## config.mk

```make
export PLATFORM = sky130hd
export DESIGN_NAME = fpu_mul_sequencer
export DESIGN_NICKNAME = d
export VERILOG_FILES = /design/src/rtl/fpu_mul_sequencer_pkg.sv /design/src/rtl/fpu_seq_watchdog.sv /design/src/rtl/fpu_mul_sequencer.sv
export SDC_FILE = /design/constraint.sdc
export NUM_CORES = 1
export LEC_CHECK = 0
export CAP_MARGIN = 10
export CORE_ASPECT_RATIO = 0.6
export CORE_MARGIN = 8
export CORE_UTILIZATION = 43
export DETAILED_ROUTE_END_ITERATION = 12
export GPL_TIMING_DRIVEN = 0
export HOLD_SLACK_MARGIN = 0.1
export PLACE_DENSITY = 0.82
export SLEW_MARGIN = 0
export SYNTH_ARGS = -nofsm -noshare
export SYNTH_HDL_FRONTEND = slang
export SYNTH_SLANG_ARGS = --single-unit
```

## constraint.sdc

```tcl
create_clock -name clock -period 3.1 [get_ports clock]
set_input_delay 0.465 -clock clock [delete_from_list [all_inputs] [get_ports clock]]
set_output_delay 0.465 -clock clock [all_outputs]
set_load 0.02 [all_outputs]
```

## src/rtl/fpu_mul_sequencer_pkg.sv

```systemverilog
// Shared definitions for the FP multiply front end: sequencer states,
// per-format quiet-NaN encodings and the default status-flag width.
package fpu_mul_sequencer_pkg;

    typedef enum logic [2:0] {
        SEQ_IDLE,
        SEQ_START,
        SEQ_BUSY,
        SEQ_RESP,
        SEQ_RECYCLE
    } fpuSeqState_t;

    localparam logic [15:0] QNAN_FP16 = 16'h7E00;
    localparam logic [31:0] QNAN_FP32 = 32'h7FC0_0000;

    localparam int DEFAULT_FLAGW = 5;

endpackage

```

## src/rtl/fpu_seq_watchdog.sv

```systemverilog
// Busy-cycle watchdog: counts enabled cycles since the last clear and flags
// the cycle in which the count would reach TIMEOUT.
module fpu_seq_watchdog #(
    parameter int TIMEOUT = 64
) (
    input  logic clock,
    input  logic reset,
    input  logic clear,
    input  logic enable,
    output logic expired
);
    localparam int CW = $clog2(TIMEOUT + 1);
    localparam logic [CW-1:0] LIMIT = CW'(TIMEOUT);

    logic [CW-1:0] count;
    logic [CW-1:0] countNext;

    assign countNext = count + 1'b1;

    // Expiry is reported during the TIMEOUT-th enabled cycle so the caller can
    // retire on that same edge instead of one cycle later.
    assign expired = enable && (countNext == LIMIT);

    always_ff @(posedge clock or posedge reset) begin
        if (reset) begin
            count <= '0;
        end else if (clear) begin
            count <= '0;
        end else if (enable && (count != LIMIT)) begin
            count <= countNext;
        end
    end

endmodule

```

## src/rtl/fpu_mul_sequencer.sv

```systemverilog
// Issue/retire front end for the FP multiply unit: one command in flight,
// start pulse, done or watchdog retire, response register and unit recycle.
module fpu_mul_sequencer
    import fpu_mul_sequencer_pkg::*;
#(
    parameter int FPW     = 16,
    parameter int FLAGW   = DEFAULT_FLAGW,
    parameter int TAGW    = 4,
    parameter int TIMEOUT = 64,
    parameter logic [FPW-1:0] QNAN = FPW'(QNAN_FP16)
) (
    input  logic             clock,
    input  logic             reset,
    input  logic             cmdValid,
    output logic             cmdReady,
    input  logic [FPW-1:0]   cmdOpA,
    input  logic [FPW-1:0]   cmdOpB,
    input  logic [TAGW-1:0]  cmdTag,
    output logic [FPW-1:0]   unitIn1,
    output logic [FPW-1:0]   unitIn2,
    output logic             unitStart,
    output logic             unitReset,
    input  logic [FPW-1:0]   unitOut,
    input  logic             unitDone,
    input  logic [3:0]       unitCond,
    input  logic [FLAGW-1:0] unitFlags,
    output logic             rspValid,
    input  logic             rspReady,
    output logic [FPW-1:0]   rspResult,
    output logic [3:0]       rspCond,
    output logic [FLAGW-1:0] rspFlags,
    output logic [TAGW-1:0]  rspTag,
    output logic             rspTimeout,
    output logic [FLAGW-1:0] accFlags,
    input  logic             accClear
);
    fpuSeqState_t state;
    fpuSeqState_t stateNext;

    logic            wdExpired;
    logic            captureDone;
    logic            captureTimeout;
    logic            cmdAccept;
    logic            rspHandshake;
    logic [TAGW-1:0] tagReg;

    assign unitStart    = (state == SEQ_START);
    assign rspValid     = (state == SEQ_RESP);
    assign rspTag       = tagReg;
    assign cmdAccept    = cmdReady && cmdValid;
    assign rspHandshake = rspValid && rspReady;

    fpu_seq_watchdog #(
        .TIMEOUT(TIMEOUT)
    ) watchdog (
        .clock  (clock),
        .reset  (reset),
        .clear  (state == SEQ_START),
        .enable (state == SEQ_BUSY),
        .expired(wdExpired)
    );

    always_ff @(posedge clock or posedge reset) begin
        if (reset) begin
            state <= SEQ_IDLE;
        end else begin
            state <= stateNext;
        end
    end

    // A done level coinciding with watchdog expiry is treated as a normal
    // completion; done is only looked at in BUSY.
    always_comb begin
        stateNext      = state;
        captureDone    = 1'b0;
        captureTimeout = 1'b0;
        case (state)
            SEQ_IDLE: begin
                if (cmdAccept) begin
                    stateNext = SEQ_START;
                end
            end
            SEQ_START: begin
                stateNext = SEQ_BUSY;
            end
            SEQ_BUSY: begin
                if (unitDone) begin
                    stateNext   = SEQ_RESP;
                    captureDone = 1'b1;
                end else if (wdExpired) begin
                    stateNext      = SEQ_RESP;
                    captureTimeout = 1'b1;
                end
            end
            SEQ_RESP: begin
                if (rspReady) begin
                    stateNext = SEQ_RECYCLE;
                end
            end
            SEQ_RECYCLE: begin
                stateNext = SEQ_IDLE;
            end
            default: begin
                stateNext = SEQ_IDLE;
            end
        endcase
    end

    // Registered from the next state, so cmdReady stays low until the first
    // clock after reset release and unitReset covers exactly the RECYCLE cycle.
    always_ff @(posedge clock or posedge reset) begin
        if (reset) begin
            unitReset <= 1'b1;
            cmdReady  <= 1'b0;
        end else begin
            unitReset <= (stateNext == SEQ_RECYCLE);
            cmdReady  <= (stateNext == SEQ_IDLE);
        end
    end

    always_ff @(posedge clock or posedge reset) begin
        if (reset) begin
            unitIn1 <= '0;
            unitIn2 <= '0;
            tagReg  <= '0;
        end else if (cmdAccept) begin
            unitIn1 <= cmdOpA;
            unitIn2 <= cmdOpB;
            tagReg  <= cmdTag;
        end
    end

    always_ff @(posedge clock or posedge reset) begin
        if (reset) begin
            rspResult  <= '0;
            rspCond    <= '0;
            rspFlags   <= '0;
            rspTimeout <= 1'b0;
        end else if (captureDone) begin
            rspResult  <= unitOut;
            rspCond    <= unitCond;
            rspFlags   <= unitFlags;
            rspTimeout <= 1'b0;
        end else if (captureTimeout) begin
            rspResult  <= QNAN;
            rspCond    <= '0;
            rspFlags   <= '0;
            rspTimeout <= 1'b1;
        end
    end

    // Clear takes effect before the OR of a coincident retirement.
    always_ff @(posedge clock or posedge reset) begin
        if (reset) begin
            accFlags <= '0;
        end else if (accClear) begin
            accFlags <= rspHandshake ? rspFlags : '0;
        end else if (rspHandshake) begin
            accFlags <= accFlags | rspFlags;
        end
    end

endmodule

```

==> results by group, run 1 <==
Status
  • Status: finished, final reports clean

Timing
  • FMAX: around 370 MHz
  • Final Critical Period: roughly 2700 ps
  • Setup violators final: 0
  • RSZ-0062 raised after global routing: no
  • Clk_skew: between 4 and 5 ps
  • Hold Fails Final Rpt: 0
  • Worst slew margin: 0.5897
  • Period utilisation layout: 0.8703
  • Setup WS post-layout: roughly 400 ps
  • Max Transition Viols Final: 0
  • Worst-margin pin slew: around 620 ps
  • Setup TNS Final: 0 ps

Critical path
  • Most common cell on crit path: inv_1
  • Critical Path RT: between 2000 and 3000 ps
  • Critical path cell sequence: clkbuf_1 > inv_1 > or3_1 > inv_1 > clkdlybuf4s50_1
  • Crit path largest cell delay: 610 ps
  • WS Path Type: reg -> out
  • Setup crit end kind: primary output
  • Critical-path top delay cell: clkdlybuf4s50_1
  • Crit-path max FO: 10
  • Worst EP arrival: between 2000 and 2500 ps
  • Crit path launch type: flip-flop

Route
  • Vias per cell: approximately 5
  • Vias: between 2k and 3k
  • Wirelength per Cell: 17.78 µm
  • TritonRoute pass-1 iters: 4
  • WL final: 9851 µm
  • Antenna Violating Nets Remaining: 0
  • Starting DRT DRC Count: ~170
  • DR DRC count: 0

Floorplan
  • Core area: 7357 µm²
  • Die area: 10820 µm²
  • Die height: around 84 µm
  • Initial core utilization: 0.4483
  • # IOs: 138
  • Core Rows: 24
  • Die W: about 130 µm

Clock network
  • Cts hold-fix bufs: 0
  • Worst-path clk slew: roughly 60 ps
  • Post CTS Setup Buffer Count: 0
  • CTS root buf: clkbuf_16
  • CTS tree: built
  • Deepest clock path buffer count: 2
  • Clock Latency Late Sink: 340 ps
  • Post_cts resized: 0
  • # H-tree levels: 3
  • # clock sinks: 79
  • CTS buffer count: 9

Pwr
  • Clk network pwr share: 0.193
  • Fraction of power spent switching nets: 0.3721
  • Flop pwr share: 0.331
  • P_sw: between 1.5 and 2 mW
  • Tot Pwr: around 5.3 mW
  • Internal power: ~3.3 mW
  • Power per cell area: about 1000 nW/µm²
  • Maximum vdd drop: between 0.6 and 0.7 mV
  • Comb power frac: 0.476
  • Lkg Pwr: 2.193 nW

Placed design
  • Gp weighted congestion: roughly 0.82
  • Pre-CTS WS: 751.3 ps
  • Dpl cell area: 4830 µm²
  • IO buf count: about 140
  • Hpwl dp: around 7500 µm

Logic synthesis
  • Yosys cell types: 36
  • Largest family of logic cells by synthesized area: multiplexers
  • Syn nets: ~370
  • Multiplexer share of the synthesized area: 0.1263
  • Register bit total from synthesis: 79
  • Post-Synth Adder-Cell Area: 0.01138
  • Mapped Area: 3298 µm²
  • Seq/Total Area, Yosys: 0.5998
  • XOR/XNOR Fraction of Synth Area: 0.007967
  • Simple-Gate Fraction of Synth Area: 0.1218
  • Post-synthesis compound-gate area fraction: 0.09484
  • Cells after Synth: a little under 300
  • Yosys warns: 0
  • Synthesized area per cell: around 11 µm²

Final layout
  • Area growth, synth to finish: 55.24%
  • Final Net Count: 515
  • FF/Latch Area: slightly below 2000 µm²
  • Finished Cell Area: roughly 5100 µm²
  • Area occupied by multi-input gates: between 1000 and 1500 µm²
  • Most frequent cells in the layout: clkdlybuf4s50_1, dfrtp_1, nand2_1
  • Fill cell count: about 550
  • Share of cells above drive strength 1: 0.1422
  • Diodes inserted: 0
  • Commonest non-fill, non-tap cell in the layout: clkdlybuf4s50_1

Global routing
  • Largest net degree at the start of global routing: between 40 and 50
  • GR Util All Layers: 0.1886
  • Global-route wire length before repair: ~16000 µm
  • Antenna violations before repair: 0
  • Vias in the first global route: 2936
  • Total grt overflow: 0

Worst hold path
  • Min-Delay Path Class: in -> async

Flow run
  • Total of max-cap violations: 0
[flip-flops by register name, summed over array words and instances, names as in the netlist]
| signal | cells |
|---|---|
| rspCond | 4 |
| unitIn2 | 16 |
| rspResult | 16 |
| rspFlags | 5 |
| unitReset | 1 |
| cmdReady | 1 |
| state | 3 |
| rspTag | 4 |
| watchdog.count | 7 |
| rspTimeout | 1 |
| accFlags | 5 |
| unitIn1 | 16 |
[final cells by class]
cell class,count,area share
buffer,17,0.01491
clock buffer,10,0.04472
clock inverter,6,0.01197
inverter,13,0.01002
multi-input combinational,187,0.2334
sequential,79,0.3864
tap,104,0.02542
timing repair buffer,138,0.2732
[through the flow]
step                      hold slack [ps]  instances  utilization
after floorplan                     529.2        296            -
after global placement              478.3        537       0.6524
after detailed placement            487.1        538       0.6565
after CTS                           498.9        554       0.6959
after global routing                517.8        554       0.6959
final                               492.4        554       0.6959
[worst max-delay path, delay by kind of cell (launching register included)]
family,cells,cell delay [ps]
buf+inv,4,1130
simple gates,1,460
flops,1,320
[logic make-up after synthesis]
family	count (synthesis)
fa+ha+maj	3
xor+xnor	3
compound gates	54
simple gates	90
mux	37
flops	79
buf+inv	30
[synthesized netlist by cell type, drive strengths merged]
cell	count	area (µm²)
dfrtp	78	1952
nor2	19	71.32
a31oi	3	18.77
o211ai	1	7.510
nand4	2	12.51
o31a	1	8.760
nand3	5	25.02
buf	5	31.28
o21a	2	15.01
nor3b	1	12.51
a2111o	1	11.26
nor3	2	10.01
xor2	3	26.28
nor4bb	1	10.01
o21ai	32	160.2
or2	1	6.260
or3	1	6.260
ha	3	37.54
mux2	37	416.7
nand4bb	1	11.26
a21oi	9	45.04
and3	4	25.02
a2111oi	1	15.01
a211o	1	8.760
nor4	1	6.260
a22oi	1	7.510
nor2b	1	6.260
clkbuf	12	45.04
nand2	49	183.9
inv	13	48.80
a21o	2	15.01
and2	2	15.02
dfstp	1	26.28
[power groups by stage]
stage	Sequential, mW	Combinational [mW]	Clock, mW
after global routing	1.82	2.73	1.10
after floorplan	2.25	0.809	0
after CTS	1.76	2.56	1.05
final	1.76	2.53	1.03
after global placement	1.74	2.49	0
after detailed placement	1.77	2.54	0
[worst paths after layout]
kind                                        start           to  slack (ps)  cells after the start
worst max-delay path                     state[0]    unitStart         400                      5
worst min-delay path                        reset   unitIn2[2]         490                      2
worst max register to register  watchdog.count[0]  rspFlags[0]         930                      7
worst min register to register         rspTimeout   rspTimeout         500                      1
max in group asynchronous                   reset    unitReset        1970                      3
min in group clock                     rspTimeout   rspTimeout         500                      1
[metal layers]
metal,global-route usage,vias to the layer above,wire length [µm]
li1,-,1297,-
met1,0.2135,1327,3980
met2,0.2744,139,4161
met3,0.1378,11,1609
met4,0.05408,0,99
met5,0,-,0
Power figures use the tool's default switching activity.
==> run 2: changes to the inputs <==
==> constraint.sdc (replaced) <==
create_clock -name clock -period 3.1 [get_ports clock]
set_input_delay 0.465 -clock clock [delete_from_list [all_inputs] [get_ports clock]]
set_output_delay 0.465 -clock clock [all_outputs]
set_load 0.05 [all_outputs]
==> results of run 2 <==
The final DEF is identical to that of run 1. Status: finished, final reports clean.
Main changes from that run: setup slack after placement 751.3 ps -> 552.2 ps; setup slack after layout 402.2 ps -> 202.9 ps; total power 5.314 mW -> 6.293 mW; worst IR drop on VDD 0.6751 mV -> 0.8902 mV
==> run 3: changes to the inputs <==
CORE_UTILIZATION = 42   (was 43)
PLACE_DENSITY = 0.8   (was 0.82)
SYNTH_HIERARCHICAL = 1   (was not set)
==> run 3 against run 2 <==
Global-route usage down 2.2 points; final area down 0.71%; via count down 11%; clock power up 7%; first-iteration DRC count down 33%.
==> results by group, run 3 <==
Status
  • Status: finished, final reports clean

Clock network
  • Deepest clock path buffer count: 2
  • # clock sinks: 79
  • CTS tree: built
  • # H-tree levels: 3
  • Worst-path clk slew: 60 ps
  • Cts hold-fix bufs: 0
  • CTS buffer count: 9
  • Clock Latency Late Sink: approximately 330 ps
  • CTS root buf: clkbuf_16

Final layout
  • Fill cell count: 620
  • Largest registers: rspResult (16), unitIn1 (16), unitIn2 (16)
  • Commonest non-fill, non-tap cell in the layout: clkdlybuf4s50_1
  • Most frequent cells in the layout: clkdlybuf4s50_1, dfrtp_1, mux2_2
  • Post-Layout Cell Count: approximately 490
  • FF/Latch Area: 1978 µm²
  • Area occupied by multi-input gates: between 1000 and 1500 µm²
  • Post-layout util: 0.6607
  • Final Net Count: around 450
  • Area growth, synth to finish: 56.09%
  • Diodes inserted: 0
  • Share of cells above drive strength 1: 0.1969

Timing
  • Period utilisation layout: 0.8907
  • Clk_skew: just under 4 ps
  • Worst-margin pin slew: 878.3 ps
  • RSZ-0062 raised after global routing: no
  • Max Transition Viols Final: 0
  • FMAX: roughly 360 MHz
  • Worst slew margin: 0.4145
  • Hold Fails Final Rpt: 0
  • Setup violators final: 0
  • Final Critical Period: about 2800 ps

Logic synthesis
  • Largest cells by area after synthesis: dfrtp_1, mux2_2, a22o_1
  • Synth top cells by count: dfrtp_1, mux2_2, a22o_1
  • Yosys warns: 6
  • Yosys cell types: 44
  • Count leader, synth: dfrtp_1
  • Cells after Synth: 234
  • Synth area leader: dfrtp_1
  • XOR/XNOR Fraction of Synth Area: 0.01614
  • Multiplexer share of the synthesized area: 0.1275
  • Mapped Area: 3257 µm²
  • Post-Synth Adder-Cell Area: 0.01153
  • Asr flop ratio synth: 1.000
  • Register bit total from synthesis: roughly 80
  • Largest family of logic cells by synthesized area: multiplexers
  • Seq/Total Area, Yosys: 0.6074
  • Syn nets: about 300
  • Synthesized area per cell: around 14 µm²
  • Post-synth EDFFs: 0
  • Top FF cell, synth: dfrtp_1
  • Post-synthesis compound-gate area fraction: 0.1064
  • Simple-Gate Fraction of Synth Area: 0.08836
  • Synth top area share: 0.5993

Global routing
  • GR Util All Layers: 0.1665
  • Largest net degree at the start of global routing: 73
  • Antenna violations before repair: 0
  • Global-route wire length before repair: between 10000 and 15000 µm
  • Total grt overflow: 0
  • Vias in the first global route: between 2k and 3k

Route
  • Antenna Violating Nets Remaining: 0
  • TritonRoute pass-1 iters: 4
  • Vias: ~2.5k
  • Starting DRT DRC Count: between 100 and 150
  • Wirelength per Cell: approximately 18 µm
  • WL final: about 8800 µm
  • DR DRC count: 0
  • Vias per cell: 4.976

Pwr
  • Maximum vdd drop: ~0.72 mV
  • Lkg Pwr: between 2 and 2.5 nW
  • Power per cell area: around 1300 nW/µm²

Critical path
  • Crit path launch type: flip-flop
  • Worst EP arrival: 2300 ps
  • Crit-path max FO: 8
  • WS Path Type: reg -> out
  • Setup crit end kind: primary output
  • Critical Path RT: 2630 ps

Placed design
  • Gp weighted congestion: 0.8104
  • IO buf count: between 100 and 150
  • Placed Cells: 479
  • Hpwl dp: roughly 6600 µm

Floorplan
  • Die area: 10920 µm²
  • Die W: roughly 130 µm
  • Core area: 7695 µm²
  • Initial core utilization: 0.4233
  • Die height: approximately 84 µm
  • # IOs: 138
  • Core Rows: 25

Worst hold path
  • Min-Delay Path Class: in -> async

Flow run
  • Total of max-cap violations: 0
-- run 3: cell count changes in the layout (fill, tap and decap cells not counted), moves of 2 or more --
cell / before / now
a21oi_1: 9 / 3
a22o_1: 0 / 19
and3_1: 4 / 1
and4b_2: 0 / 2
buf_6: 1 / 7
clkbuf_1: 13 / 3
inv_1: 12 / 9
nand2_1: 49 / 11
nand3_1: 5 / 3
nor2_1: 19 / 7
o21ai_0: 31 / 5
o22a_1: 0 / 6
xnor2_1: 0 / 3
-- run 3: where the power goes --
part           internal (mW)  switching (mW)
sequential              1.50           0.296
clock                  0.719           0.381
combinational           1.32            2.22
-- run 3: path summary, 6_finish.rpt --
path	from	end	slack [ps]	cells after the start
hold / removal	reset	watchdog/count[4]	480	2
max in group asynchronous	reset	rspTag[3]	1810	2
hold reg to reg	rspResult[11]	rspResult[11]	490	1
min in group clock	rspResult[11]	rspResult[11]	490	1
setup reg to reg	watchdog/count[1]	rspCond[3]	740	7
setup / recovery	state[0]	unitStart	340	2
-- run 3: critical path, stage by stage, from the launching register on --
cell and delay [ps]:
dfrtp_1 480, nor3b_2 550, clkdlybuf4s50_1 940
-- run 3: through the flow --
step	hold WS [ps]	area, µm²	power, mW	setup TNS (ps)	setup WS [ps]
5_1_grt	499.5	5084	6.751	0	175.3
6_report	478.5	5084	6.440	0	338.8
3_5_place_dp	476.4	4766	5.371	0	300.6
4_1_cts	475.4	5084	6.519	0	293.2
3_3_place_gp	470.2	4763	5.288	-29540	-419.0
2_1_floorplan	268.4	3257	4.138	0	587.7
-- run 3: kinds of logic (layout without fill, tap and decap cells) --
family / Yosys count / count (layout)
buffers and inverters: 22 / 174
xor gates and xnor gates: 6 / 6
adders and majority gates: 3 / 3
muxes: 37 / 37
DFF: 79 / 79
and+or+nand+nor: 45 / 45
AOI/OAI and AO/OA: 42 / 42
-- run 3: what timing repair did --
action	4_1_cts	5_1_grt
gates resized for setup	1	0
setup buffers	0	0
endpoints found under the setup margin	1	0
-- run 3: layer usage --
| metal | routed length, µm | GRT usage |
|---|---|---|
| met1 | 3640 | 0.1936 |
| met3 | 900 | 0.08729 |
| met4 | 103 | 0.05660 |
| met5 | 0 | 0 |
| met2 | 4123 | 0.2584 |
-- run 3: layout make-up --
class / count / share of cell area
Buffer: 12 / 0.01994
Timing Repair Buffer: 137 / 0.2698
Multi-Input combinational cell: 133 / 0.2252
Inverter: 10 / 0.007876
Sequential cell: 79 / 0.3891
Clock buffer: 11 / 0.04775
Tap cell: 108 / 0.02658
Clock inverter: 4 / 0.01378
